==> src/rtl/lut_ram_wide.sv <==
// Bus-chained LUT RAM with a parametrised word width. Wide words are split into 16-bit bus chunks.
// A second, word-wide user port gives the fabric direct access to the same memory.
module lut_ram_wide #(
    parameter int unsigned BASE_ADDR = 0,
    parameter int unsigned DEPTH     = 8,
    parameter int unsigned WIDTH     = 16,
    parameter int unsigned READ_ONLY = 0,
    localparam int unsigned AW       = (DEPTH > 1) ? $clog2(DEPTH) : 1
) (
    input  logic             clk,
    input  logic             rst,
    input  logic [15:0]      addr_i,
    input  logic [15:0]      wdata_i,
    input  logic [15:0]      rdata_i,
    input  logic             rw_i,
    input  logic             valid_i,
    output logic [15:0]      addr_o,
    output logic [15:0]      wdata_o,
    output logic [15:0]      rdata_o,
    output logic             rw_o,
    output logic             valid_o,
    input  logic [AW-1:0]    user_addr,
    input  logic [WIDTH-1:0] user_din,
    input  logic             user_we,
    output logic [WIDTH-1:0] user_dout
);

    localparam int unsigned NCH = (WIDTH + 15) / 16;
    localparam int unsigned CW  = NCH * 16;

    logic [WIDTH-1:0] mem_q [DEPTH];
    logic [CW-1:0]    stage_q, stage_d;
    logic [CW-1:0]    snap_q, snap_d;
    logic [CW-1:0]    wide;
    logic [31:0]      off, chunk;
    logic [AW-1:0]    word;
    logic             hit, bus_commit, user_ok, user_wr;
    logic [15:0]      rdata_d;
    logic [WIDTH-1:0] user_dout_d;

    // Addresses below BASE_ADDR wrap to a huge offset, so the range test still rejects them.
    assign off     = 32'(addr_i) - 32'(BASE_ADDR);
    assign hit     = valid_i && (32'(addr_i) >= 32'(BASE_ADDR)) && (off < 32'(DEPTH * NCH));
    assign word    = AW'(off / 32'(NCH));
    assign chunk   = off % 32'(NCH);
    assign user_ok = 32'(user_addr) < 32'(DEPTH);
    assign user_wr = user_we && user_ok;

    always_comb begin
        stage_d    = stage_q;
        snap_d     = snap_q;
        rdata_d    = rdata_i;
        bus_commit = 1'b0;
        wide       = stage_q;
        for (int k = 0; k < int'(NCH); k++) begin
            if (chunk == 32'(k)) wide[k*16 +: 16] = wdata_i;
        end
        if (hit && rw_i && READ_ONLY == 0) begin
            if (chunk == 32'(NCH - 1)) begin
                bus_commit = 1'b1;
            end else begin
                stage_d = wide;
            end
        end else if (hit && !rw_i) begin
            if (chunk == 32'd0) begin
                snap_d  = CW'(mem_q[word]);
                rdata_d = snap_d[15:0];
            end else begin
                for (int k = 1; k < int'(NCH); k++) begin
                    if (chunk == 32'(k)) rdata_d = snap_q[k*16 +: 16];
                end
            end
        end
        user_dout_d = user_ok ? mem_q[user_addr] : '0;
    end

    always_ff @(posedge clk or posedge rst) begin
        if (rst) begin
            addr_o    <= '0;
            wdata_o   <= '0;
            rdata_o   <= '0;
            rw_o      <= 1'b0;
            valid_o   <= 1'b0;
            user_dout <= '0;
            stage_q   <= '0;
            snap_q    <= '0;
        end else begin
            addr_o    <= addr_i;
            wdata_o   <= wdata_i;
            rdata_o   <= rdata_d;
            rw_o      <= rw_i;
            valid_o   <= valid_i;
            user_dout <= user_dout_d;
            stage_q   <= stage_d;
            snap_q    <= snap_d;
        end
    end

    // Memory is not reset; the user write is issued last so it wins a same-word collision.
    always_ff @(posedge clk) begin
        if (bus_commit) mem_q[word] <= WIDTH'(wide);
        if (user_wr) mem_q[user_addr] <= user_din;
    end

endmodule

==> config.mk <==
export PLATFORM = sky130hd
export DESIGN_NAME = lut_ram_wide
export DESIGN_NICKNAME = d
export VERILOG_FILES = /design/src/rtl/lut_ram_wide.sv
export SDC_FILE = /design/constraint.sdc
export NUM_CORES = 1
export LEC_CHECK = 0
export CAP_MARGIN = 0
export CORE_ASPECT_RATIO = 0.7
export CORE_MARGIN = 10
export CORE_UTILIZATION = 58
export DETAILED_ROUTE_END_ITERATION = 10
export DONT_BUFFER_PORTS = 1
export PLACE_DENSITY = 0.82
export SYNTH_ARGS = -nofsm -noshare
export SYNTH_HDL_FRONTEND = slang
export SYNTH_SLANG_ARGS = --single-unit
==> constraint.sdc <==
create_clock -name clk -period 2.2 [get_ports clk]
set_clock_uncertainty 0.2 [all_clocks]
set_input_delay 0.44 -clock clk [delete_from_list [all_inputs] [get_ports clk]]
set_output_delay 0.44 -clock clk [all_outputs]
set_load 0.02 [all_outputs]
After elaboration in Yosys (flattened, before gate mapping)
Memory sizes are Yosys's and may differ from the RTL's. A register that Yosys moved wholly into a read port is not among the register bits.
Index checks and enable logic that the tools add are counted.
Word-level totals
  memories: 1
  bits in writable memories: 128
  latch bits: 0
  ROM bits: 0
  bits of input ports: 72
  bits in registers: 50
Cells by class
  mux-type cells: 7
  multipliers: 0
  add/sub/neg operators: 0
  div/mod/pow operators: 0
  reduce and logical (&&, ||, !) cells: 4
  shift-type cells: 0
  $lt $le $gt $ge: 1
  equality and inequality tests: 0
  bitwise operators: 0
Memory list
  mem_q: words 8, width 16, rd ports 2, clocked after memory_dff 1, write ports 2, line 31  | logic [WIDTH-1:0] mem_q [DEPTH];
Operator list (count)
  $mux 16: 2
  $lt 16x4->1 const B: 1
  $mux 1: 5
  $logic_and 1x1->1: 3
  $logic_not 1->1: 1

Depth between registers and ports, before layout
  depth in word-level cells: 6
  mapped depth: 6
  depth with buffers taken out: 4

Worst setup path before layout
OpenSTA, ideal clock, no wires.
  path kind: input -> register
  start: input addr_i[10]
  end: memory mem_q[0][0] (enable)
  setup time: 414 ps
  stages: 4
  data arrival time: 2340 ps
  setup slack: -754 ps
  cell sequence: nor4b_1 -> and4_1 -> nand3b_1 -> o31ai_1
RTL lines
  start, declared: line 12  | input logic [15:0] addr_i,
  end, declared: line 31

Final worst setup path
  start: input user_addr[2]
  end: register user_dout[11] (read register of mem_q)
RTL lines
  start, declared: line 22  | input logic [AW-1:0] user_addr,
  end, declared: line 25  | output logic [WIDTH-1:0] user_dout
No word-level cell between the ends.

==> flow_metrics.tcl <==
set metrics [dict create \
    outcome "complete, no violations" \
    ctsResizeCount 0 \
    required_ps 2340 \
    synth_top_area_cell "edfxtp_1" \
    p_per_area_nw_per_um2 707 \
    path_cells "dlygate4sd3_1, mux2_2" \
    cts_tree "built" \
    synth_top_area_share 0.407 \
    async_flop_share 0.340 \
    start_util 0.601 \
    cp.arrival_ps 2250 \
    first_iter_violations 657 \
    layout-drive-gt1-share 0.465 \
    ys_types 35 \
    power_leakage_nw 4.13 \
    ys_warn_count 0 \
    synth_area_leaders "edfxtp_1, mux2_2, dfrtp_1" \
    synth_edf_count 128 \
    post_cts_buffers 0 \
    fp.dieW_um 173 \
    port_buffers 0 \
    synthFlopType "edfxtp_1" \
    fin_crit_sh 0.960 \
    slowest_stage "dlygate4sd3_1" \
    power_mw 8.15 \
    path_max_fanout 16 \
    grt_use_total 0.228 \
    r2r-start "mem_q[4][7]$_DFFE_PP_" \
    ant_nets 0 \
    regArea_um2 5500 \
    fp.coreArea_um2 15700 \
    holdWs_ps 0.782 \
    syn_nets 581 \
    worst-path-buf-inv 1 \
    design_area_um2 11500 \
    dr_total_vias 5702 \
    ir_drop_uv 543 \
    critPathTopFamily "buffers and inverters" \
    cap_violations 0 \
    setup.worst_path.end_class "register" \
    nFillCells 941 \
    place.gp.congestion 0.824 \
    crit_path_start_kind "input pin" \
    syn_avg_cell_area_um2 18.6 \
    fin_nets 704 \
    cts_hold_repair.buffers 71 \
    grt_pass1_vias 5920 \
    dp_slack_ps -338 \
    r2r_cells 3 \
    clk_pin_slew_ps 70 \
    syn_inst 509 \
    synthSimpleGateAreaFrac 0.0193 \
    drt_first_pass_iters 5 \
    cts_sinks 194 \
    setup_viol 0 \
    grt_pass1_wl_um 37600 \
    synth_top_family_by_area "multiplexers" \
    antenna_found_initial 0 \
    detail_route.vias_per_cell 6.58 \
    synth.area.mux_share 0.365 \
    grt_start_max_net_pins 43 \
    ys_ff_latch 194 \
    drc 0 \
    multiInputGateArea_um2 3810 \
    grt-ovfl-total 0 \
    worstMarginPinSlew_ps 1230 \
    cp-endpoint "user_dout[11]$_DFF_PP0_" \
    wl_per_cell_um 29.7 \
    routed_wirelength_um 25700 \
    max_slew_margin 0.181 \
    synthToLayoutAreaGrowth_pct 22.0 \
    yosysMostFrequentCell "mux2_2" \
    htree_levels 4 \
    reg2reg_to "rdata_o[7]$_DFF_PP0_" \
    cts_buffer_depth 2 \
    clock_latency_ps 460 \
    cts-root-buf "clkbuf_16" \
    hold_viol 0 \
    yosys.area_share.xor_xnor 0 \
    fin_setup_tns_ps 0 \
    slew_violations 0 \
    synth_commonest_cells "mux2_2, edfxtp_1, dfrtp_1, mux4_2" \
    num_rows 38 \
    startpoint "user_addr[2]" \
    dp.final_hpwl_um 15500 \
    fin_ws_ps 87.2 \
    worstSetupPathType "in -> reg" \
    synth_compound_area_frac 0.0101 \
    dpl-instance-area_um2 9940 \
    hp-class "in -> reg" \
    post_synth_fa_ha_maj_area_fraction 0 \
    netlist_area_um2 9450 \
    die_y_um 127 \
    period_minus_slack_ps 2110 \
    cp_slowest_stage_delay_ps 1350 \
    num_io_pins 138 \
    cts_buffers 17 \
    die_area_um2 21900 \
    rsz0062_at_grt "no" \
    synth.yosys.seq_area_share 0.581 \
    cp.depth 2 \
    fmax_mhz 473 \
    reg2reg_slack_ps 380 \
]
-- report_power, final --
| part | switching (mW) | internal, mW |
|---|---|---|
| registers | 0.181 | 4.07 |
| logic | 0.272 | 0.493 |
| clock network | 1.43 | 1.70 |
| total | 1.89 | 6.27 |
-- sequential cells by signal (all words and copies together), names as in the netlist --
signal / cells
addr_o: 16
valid_o: 1
mem_q: 128
wdata_o: 16
rdata_o: 16
rw_o: 1
user_dout: 16
-- layout by cell type (no fill, tap or decap), types with 3 or more instances in the layout --
| master | count |
|---|---|
| buf_12 | 4 |
| buf_4 | 34 |
| clkbuf_16 | 19 |
| clkinvlp_4 | 3 |
| dfrtp_1 | 66 |
| dlygate4sd3_1 | 99 |
| edfxtp_1 | 128 |
| inv_1 | 6 |
| inv_6 | 4 |
| mux2_1 | 5 |
| mux2_2 | 165 |
| mux2_4 | 5 |
| mux4_1 | 18 |
| mux4_2 | 44 |
| nand2_1 | 4 |
| nand2b_1 | 3 |
| nand4b_1 | 3 |
| o21ai_2 | 4 |
-- worst min-delay path by stage --
stage / from / endpoint / slack, ps / cells past startpoint
final: wdata_i[0] / mem_q[5][0]$_DFFE_PP_ / 0.8 / 1
after global routing: wdata_i[11] / mem_q[2][11]$_DFFE_PP_ / -0.7 / 1
after CTS: wdata_i[11] / mem_q[3][11]$_DFFE_PP_ / 0.04 / 1
after detailed placement: rst / rdata_o[0]$_DFF_PP0_ / 230 / 1
after global placement: rst / user_dout[0]$_DFF_PP0_ / 220 / 1
after floorplan: addr_i[0] / addr_o[0]$_DFF_PP0_ / 270 / 0
-- cell type report --
cell class,instances,share of cell area
inverters,7,0.00260
repair buffers,137,0.115
flip-flops and latches,194,0.477
clock buffers,19,0.0412
multi-input cells,275,0.330
diodes,1,0.000217
clock inverters,13,0.0102
well taps,220,0.0239
-- kinds of logic after synthesis --
logic type / Yosys count
multiplexers: 237
AO/OA/AOI/OAI: 13
buffers and inverters: 40
AND/OR/NAND/NOR: 25
flip-flops: 194
-- layer usage --
| metal | part of all wire | track usage | routed length, µm | vias to the layer above |
|---|---|---|---|---|
| met5 | 0 | 0 | 0 | - |
| met2 | 0.48 | 0.359 | 12200 | 346 |
| met3 | 0.090 | 0.0705 | 2310 | 53 |
| met1 | 0.41 | 0.298 | 10600 | 2962 |
| li1 | - | - | - | 2341 |
| met4 | 0.022 | 0.0745 | 575 | 0 |
-- stage by stage --
stage	cells	utilization
finish	866	0.733
global route	865	0.732
CTS	837	0.715
detailed placement	734	0.632
global placement	734	0.632
floorplan	509	-
No activity file was read; power rests on OpenSTA's default activity.
